==> src/rtl/reg_bank.sv <==
// rtl/reg_bank.sv - DEPTH x WIDTH register bank, one load/clear/inc/shl write port, two read ports
// Define REG_BANK_BYPASS_EN to forward the pending write result onto matching read ports.
module reg_bank #(
   parameter int WIDTH = 16,
   parameter int DEPTH = 4,
   localparam int AW = $clog2(DEPTH)
) (
   input  logic             clk,
   input  logic             rst,
   input  logic             ce,
   input  logic             wr_en,
   input  logic [1:0]       wr_op,
   input  logic [AW-1:0]    wr_addr,
   input  logic [WIDTH-1:0] wr_data,
   input  logic [AW-1:0]    rd_a_addr,
   output logic [WIDTH-1:0] rd_a_data,
   input  logic [AW-1:0]    rd_b_addr,
   output logic [WIDTH-1:0] rd_b_data,
   output logic [DEPTH-1:0] valid,
   output logic             carry,
   output logic             wr_err
);
   typedef enum logic [1:0] {
      OP_LOAD  = 2'b00,
      OP_CLEAR = 2'b01,
      OP_INC   = 2'b10,
      OP_SHL   = 2'b11
   } op_e;

   logic [WIDTH-1:0] regs_q [DEPTH];
   logic [WIDTH-1:0] regs_d [DEPTH];
   logic [DEPTH-1:0] valid_q, valid_d;
   logic             carry_q, carry_d;
   logic             wr_err_q, wr_err_d;
   logic             wr_in_range, wr_fire;
   logic [WIDTH-1:0] wr_old, wr_new;
   logic             wr_new_carry, wr_new_valid;

   // DEPTH need not be a power of two, so the address space can exceed the bank
   assign wr_in_range = 32'(wr_addr) < DEPTH;
   assign wr_fire     = ce && wr_en && wr_in_range;

   always_comb begin
      wr_old = '0;
      for (int i = 0; i < DEPTH; i++)
         if (32'(wr_addr) == i) wr_old = regs_q[i];
   end

   always_comb begin
      wr_new       = wr_old;
      wr_new_carry = carry_q;
      wr_new_valid = 1'b1;
      case (op_e'(wr_op))
         OP_LOAD:  wr_new = wr_data;
         OP_CLEAR: begin
            wr_new       = '0;
            wr_new_carry = 1'b0;
            wr_new_valid = 1'b0;
         end
         OP_INC:   {wr_new_carry, wr_new} = {1'b0, wr_old} + (WIDTH+1)'(1);
         OP_SHL:   begin
            wr_new       = {wr_old[WIDTH-2:0], wr_data[0]};
            wr_new_carry = wr_old[WIDTH-1];
         end
         default:  wr_new = wr_old;
      endcase
   end

   always_comb begin
      valid_d  = valid_q;
      carry_d  = carry_q;
      wr_err_d = wr_err_q;
      for (int i = 0; i < DEPTH; i++) regs_d[i] = regs_q[i];
      if (ce) begin
         wr_err_d = wr_en && !wr_in_range;
         if (wr_fire) begin
            for (int i = 0; i < DEPTH; i++) begin
               if (32'(wr_addr) == i) begin
                  regs_d[i]  = wr_new;
                  valid_d[i] = wr_new_valid;
               end
            end
            carry_d = wr_new_carry;
         end
      end
   end

   always_ff @(posedge clk or negedge rst) begin
      if (!rst) begin
         for (int i = 0; i < DEPTH; i++) regs_q[i] <= '0;
         valid_q  <= '0;
         carry_q  <= 1'b0;
         wr_err_q <= 1'b0;
      end else begin
         regs_q   <= regs_d;
         valid_q  <= valid_d;
         carry_q  <= carry_d;
         wr_err_q <= wr_err_d;
      end
   end

   always_comb begin
      rd_a_data = '0;
      for (int i = 0; i < DEPTH; i++)
         if (32'(rd_a_addr) == i) rd_a_data = regs_q[i];
`ifdef REG_BANK_BYPASS_EN
      if (wr_fire && rd_a_addr == wr_addr) rd_a_data = wr_new;
`endif
   end

   always_comb begin
      rd_b_data = '0;
      for (int i = 0; i < DEPTH; i++)
         if (32'(rd_b_addr) == i) rd_b_data = regs_q[i];
`ifdef REG_BANK_BYPASS_EN
      if (wr_fire && rd_b_addr == wr_addr) rd_b_data = wr_new;
`endif
   end

   assign valid  = valid_q;
   assign carry  = carry_q;
   assign wr_err = wr_err_q;
endmodule

==> config.mk <==
export PLATFORM = sky130hd
export DESIGN_NAME = reg_bank
export DESIGN_NICKNAME = d
export VERILOG_FILES = /design/src/rtl/reg_bank.sv
export SDC_FILE = /design/constraint.sdc
export NUM_CORES = 1
export LEC_CHECK = 0
export CAP_MARGIN = 0
export CORE_UTILIZATION = 43
export CTS_BUF_LIST = sky130_fd_sc_hd__clkbuf_8
export DETAILED_ROUTE_END_ITERATION = 8
export PLACE_DENSITY = 0.66
export SLEW_MARGIN = 30
export SYNTH_ARGS = -nofsm -noshare
export SYNTH_HDL_FRONTEND = slang
export SYNTH_SLANG_ARGS = --single-unit
export TNS_END_PERCENT = 100
==> constraint.sdc <==
create_clock -name clk -period 3.4 [get_ports clk]
set_clock_uncertainty 0.1 [all_clocks]
set_input_delay 0.68 -clock clk [delete_from_list [all_inputs] [get_ports clk]]
set_output_delay 0.68 -clock clk [all_outputs]
set_load 0.05 [all_outputs]
==> results of run 1 <==
[sequential cells by signal, summed over array words and instances, names as in the netlist]
| signal | cells |
|---|---|
| carry | 1 |
| regs_q | 64 |
| valid | 4 |
[worst paths after layout]
kind                                   startpoint                     end  cells after the start
setup / recovery                       wr_addr[0]  regs_q[12]$_DFFE_PN0P_                      9
hold / removal                                rst    valid[1]$_DFFE_PN0P_                      2
setup reg to reg           regs_q[33]$_DFFE_PN0P_  regs_q[12]$_DFFE_PN0P_                      7
hold reg to reg              valid[3]$_DFFE_PN0P_    valid[3]$_DFFE_PN0P_                      2
max in group asynchronous                     rst   regs_q[6]$_DFFE_PN0P_                      2
min in group clk             valid[3]$_DFFE_PN0P_    valid[3]$_DFFE_PN0P_                      2
[area by class of cell]
class                           instances  area (sq um)
Timing Repair Buffer                  100           876
Clock inverter                          7          28.8
Multi-Input combinational cell        314          2580
Fill cell                             910          4440
Sequential cell                        69          1730
Clock buffer                            9           124
Inverter                                5          18.8
Tap cell                              133           166
[logic make-up after synthesis]
family                     share of synthesized area
xor gates and xnor gates                     0.00196
muxes                                          0.252
and+or+nand+nor                                0.153
DFF                                            0.386
AOI/OAI and AO/OA                              0.162
buffers and inverters                         0.0422
other                                       0.000837
adders and majority gates                    0.00279
[cell usage after synthesis, types with 2 or more instances]
master	n
nor3b_1	2
mux2i_1	3
a21oi_1	26
inv_1	5
a22oi_1	5
a211oi_1	2
o211a_1	2
buf_1	3
o2111ai_1	4
nand4b_1	2
o211ai_1	2
buf_2	2
and2_1	2
nor4_1	4
clkbuf_1	28
and4_1	4
nand2_1	37
and3_1	3
nor3_1	8
o31a_1	3
mux4_2	43
mux4_1	5
nand4_1	5
a311oi_1	2
a22o_1	3
a31oi_1	27
nand3_1	13
o21ai_0	36
dfrtp_1	69
nor2_1	52
[critical path, delay by kind of cell]
family,cells,cell delay [ns]
simple gates,2,0.41
mux,1,0.63
compound gates,2,0.31
buf+inv,3,0.91
fa+ha+maj,1,0.24
[per-layer routing]
| metal | wire length, microns | share of wire |
|---|---|---|
| met4 | 282 | 0.023 |
| met2 | 6020 | 0.48 |
| met3 | 708 | 0.057 |
| met1 | 5490 | 0.44 |
| met5 | 0 | 0 |
[where the power goes]
group          leakage (nW)  total (mW)  internal (mW)  switching (mW)
clock network        0.0992       0.552          0.249           0.302
logic                  1.31        1.57          0.649           0.922
registers             0.837        1.19           1.02           0.176
[stage by stage]
step / cell area [sq um] / utilization / instances / setup slack, ns
detailed placement: 5370 / 0.539 / 621 / -0.0101
CTS: 5520 / 0.554 / 637 / 0.331
global placement: 5370 / 0.539 / 621 / 0.00633
floorplan: 4480 / - / 425 / 0.286
finish: 5520 / 0.554 / 637 / 0.309
global route: 5520 / 0.554 / 637 / 0.161
==> impl_metrics.tcl, run 1 <==
set metrics [dict create \
    cts_resized 0 \
    period_needed_ns 3.09 \
    setup_viol 0 \
    numPortBuffers 64 \
    via_per_inst 6.12 \
    drt_wl_total_microns 12500 \
    core.rowCount 36 \
    via_count 3899 \
    hpwl_microns 8800 \
    drt_iter0_drc 243 \
    use_met3 0.0401 \
    drive_gt1_frac 0.258 \
    drt-wirelength-per-cell_microns 19.6 \
    fmax_mhz 324 \
    clk_path_buf_depth 2 \
    dieArea_sq_um 10800 \
    grt_max_degree 47 \
    grt_pass1_vias 3835 \
    clock_latency_ns 0.34 \
    path_cells "clkdlybuf4s50_1 > buf_12 > mux4_1 > ha_1 > and4_1 > and4_1 > a31oi_1 > buf_4 > a31oi_1" \
    use_met1 0.351 \
    nNetsFinal 528 \
    grt_pass1_wl_microns 20500 \
    rsz0062_at_grt "false" \
    relSlewSlack 0.597 \
    insertedDiodeCount 0 \
    synth_top_cell_area_share 0.386 \
    powerDensity_nw_per_um2 601 \
    crit_path_start_kind "input pin" \
    ir_worst_vdd_mv 0.338 \
    root_buffer "clkbuf_8" \
    yosysUniqueCellTypes 53 \
    hold_class "input pin to async pin" \
    grt_busiest_layer "met2" \
    cp_slowest_cell "mux4_1" \
    hold_violations 0 \
    mostFrequentLayoutCell "dfrtp_1" \
    drtAntennaViolNets 0 \
    netlist.top_cell.by_area "dfrtp_1" \
    cts-buffers-inserted 9 \
    core-area_sq_um 9950 \
    drc 0 \
    arrival_ns 3.19 \
    grtUsageTotal 0.246 \
    ys_seq_area_frac 0.386 \
    fin_hold_ws_ns 0.218 \
    critical_path_class "input pin to flip-flop" \
    cts.sink_count 69 \
    syn_area_per_cell_sq_um 10.5 \
    syn_to_final_growth_pct 23.2 \
    worstSetupEndpointType "flip-flop" \
    cpPeakStageDelay_ns 0.63 \
    worst_pin_slew_ns 0.604 \
    synthFlopType "dfrtp_1" \
    syn_nets 454 \
    finalSetupTns_ns 0 \
    ys_ff_latch 69 \
    htree_levels 3 \
    grt_overflow 0 \
    async_reset_ff_frac 1.00 \
    cts_tree "yes" \
    initial_core_util 0.450 \
    final_cell_mix "dfrtp_1, buf_4, nor2_1" \
    required_ns 3.50 \
    routabilityCongestion 0.891 \
    antenna_found_initial 0 \
    grtUsageMet2 0.381 \
    fin_crit_sh 0.909 \
    p_total_mw 3.31 \
    p_leak_nw 2.25 \
    die_height_microns 104 \
    syn-cell-area_sq_um 4480 \
    slew_violations 0 \
    synthCells 425 \
    io_pins 66 \
    status "finished clean" \
    cap_violations 0 \
    yosys_warnings 0 \
    synth_edf_count 0 \
    ys_top_cells_by_area "dfrtp_1, mux4_2, nor2_1" \
    critPathMaxFanout 24 \
    die_w_microns 104 \
    clk_pin_slew_worst_paths_ns 0.07 \
    post_cts.repair.setup_buffers 0 \
    cts_hold_buffers 0 \
    r2r_slack_ns 1.04 \
    first_pass_iters 5 \
]
(Power assumes the default switching activity.)
==> run 2: changes to the inputs <==
--- a/config.mk
+++ b/config.mk
@@ -6,10 +6,10 @@
 export NUM_CORES = 1
 export LEC_CHECK = 0
 export CAP_MARGIN = 0
-export CORE_UTILIZATION = 43
+export CORE_UTILIZATION = 55
 export CTS_BUF_LIST = sky130_fd_sc_hd__clkbuf_8
 export DETAILED_ROUTE_END_ITERATION = 8
-export PLACE_DENSITY = 0.66
+export PLACE_DENSITY = 0.81
 export SLEW_MARGIN = 30
 export SYNTH_ARGS = -nofsm -noshare
 export SYNTH_HDL_FRONTEND = slang
==> impl_metrics.tcl, run 2 (synthesized netlist as in run 1, its figures left out) <==
set metrics [dict create \
    p_comb_frac 0.460 \
    p_leak_nw 2.24 \
    grt_max_degree 70 \
    fin_crit_sh 0.893 \
    hpwl_microns 8720 \
    via_per_inst 6.66 \
    ir_worst_vdd_mv 0.358 \
    die_w_microns 92.2 \
    p_switching_mw 1.45 \
    post_cts.repair.setup_buffers 0 \
    numPortBuffers 64 \
    fmax_mhz 329 \
    grt_overflow 0 \
    grt_pass1_vias 3862 \
    drive_gt1_frac 0.266 \
    hold_class "input pin to async pin" \
    drt_wl_total_microns 12600 \
    grt_pass1_wl_microns 20200 \
    cts_hold_buffers 0 \
    critPathMaxFanout 14 \
    sw_frac_of_total 0.420 \
    drtAntennaViolNets 0 \
    slew_violations 0 \
    required_ns 3.50 \
    setup.worst_path.end "regs_q[62]$_DFFE_PN0P_" \
    r2r_cells 7 \
    insertedDiodeCount 0 \
    io_pins 66 \
    cap_violations 0 \
    hold_violations 0 \
    cts.sink_count 69 \
    relSlewSlack 0.528 \
    core-area_sq_um 7810 \
    largest-register "regs_q" \
    critPathLaunch "wr_addr[0]" \
    fin_hold_ws_ns 0.295 \
    worstReg2RegStart "regs_q[33]$_DFFE_PN0P_" \
    nNetsFinal 528 \
    cts_resized 0 \
    rsz0062_at_grt "false" \
    finalSetupTns_ns 0 \
    antenna_found_initial 0 \
    cts_tree "yes" \
    critical_path_class "input pin to flip-flop" \
    period_needed_ns 3.04 \
    via_count 4037 \
    largest_reg_flops 64 \
    final_cell_mix "dfrtp_1, buf_4, nor2_1" \
    initial_core_util 0.574 \
    htree_levels 3 \
    r2r_slack_ns 1.04 \
    fin_ws_ns 0.364 \
    powerDensity_nw_per_um2 625 \
    intPower_mw 2.00 \
    crit_path_start_kind "input pin" \
    clk_path_buf_depth 2 \
    worst_pin_slew_ns 0.706 \
    clkPwrFrac 0.190 \
    drt-wirelength-per-cell_microns 20.7 \
    status "finished clean" \
    cts-buffers-inserted 9 \
    fillers 568 \
    rr_endpoint "regs_q[62]$_DFFE_PN0P_" \
    drt_iter0_drc 340 \
    first_pass_iters 5 \
    dieArea_sq_um 8510 \
    core.rowCount 32 \
    arrival_ns 3.14 \
    root_buffer "clkbuf_8" \
    mostFrequentLayoutCell "dfrtp_1" \
    drc 0 \
    grtUsageTotal 0.316 \
    dp_slack_ns 0.0397 \
    die_height_microns 92.2 \
    syn_to_final_growth_pct 23.3 \
    seq_power_share 0.350 \
    setup_viol 0 \
    worstSetupEndpointType "flip-flop" \
    clk_pin_slew_worst_paths_ns 0.08 \
    clock_latency_ns 0.35 \
    routabilityCongestion 0.908 \
]
## run 2: cell types whose count changed in the layout (fill, tap and decap cells not counted), sizes merged
cell      previous run  this run
bufinv               0         1
clkinv               2         3
clkinvlp             0         2
inv                 10         6
## run 2: worst min-delay path by stage
stage	start	end	slack, ns	depth (start not counted)
after floorplan	rst	carry$_DFFE_PN0P_	0.28	0
after global placement	valid[1]$_DFFE_PN0P_	valid[1]$_DFFE_PN0P_	0.36	2
after detailed placement	valid[3]$_DFFE_PN0P_	valid[3]$_DFFE_PN0P_	0.37	2
after CTS	valid[3]$_DFFE_PN0P_	valid[3]$_DFFE_PN0P_	0.39	2
after global routing	rst	regs_q[32]$_DFFE_PN0P_	0.35	2
final	rst	regs_q[32]$_DFFE_PN0P_	0.29	2
## run 2: power groups by stage
stage | logic (mW) | registers, mW | clock network [mW]
5_1_grt | 1.68 | 1.23 | 0.694
3_3_place_gp | 1.54 | 1.19 | 0
2_1_floorplan | 1.10 | 1.19 | 0
4_1_cts | 1.58 | 1.20 | 0.659
6_report | 1.59 | 1.21 | 0.655
3_5_place_dp | 1.57 | 1.22 | 0
## run 2: area by class of cell
| cell class | instances | area (sq um) | share of cell area |
|---|---|---|---|
| multi-input combinational | 314 | 2580 | 0.467 |
| sequential | 69 | 1730 | 0.313 |
| timing repair buffer | 100 | 880 | 0.159 |
| tap | 102 | 128 | 0.0231 |
| clock buffer | 9 | 124 | 0.0224 |
| clock inverter | 7 | 67.6 | 0.0122 |
| inverter | 5 | 18.8 | 0.00340 |
## run 2: worst max-delay path, cell delays in order
cell,delay [ns]
clkdlybuf4s50_1,0.51
buf_12,0.18
mux4_1,0.62
ha_1,0.24
and4_1,0.24
and3_1,0.19
a311oi_1,0.24
buf_4,0.17
o21ai_0,0.06
## run 2: stage by stage
stage | power [mW] | cells | util | instance area, sq um
5_1_grt | 3.61 | 606 | 0.707 | 5520
6_report | 3.45 | 606 | 0.707 | 5520
4_1_cts | 3.44 | 606 | 0.707 | 5520
2_1_floorplan | 2.29 | 425 | - | 4480
3_3_place_gp | 2.73 | 590 | 0.682 | 5330
3_5_place_dp | 2.79 | 590 | 0.682 | 5330
## run 2: per-layer routing
layer | track usage | share of wire
met4 | 0.102 | 0.022
met5 | 0 | 0
met1 | 0.433 | 0.41
met3 | 0.0572 | 0.064
met2 | 0.513 | 0.50
==> run 3: changes to the inputs <==
--- a/config.mk
+++ b/config.mk
@@ -8,6 +8,7 @@
 export CAP_MARGIN = 0
 export CORE_UTILIZATION = 55
 export CTS_BUF_LIST = sky130_fd_sc_hd__clkbuf_8
+export CTS_CLUSTER_DIAMETER = 40
 export DETAILED_ROUTE_END_ITERATION = 8
 export PLACE_DENSITY = 0.81
 export SLEW_MARGIN = 30
==> results of run 3 <==
Same layout as run 2: the final DEF is identical, and so are final timing and power.
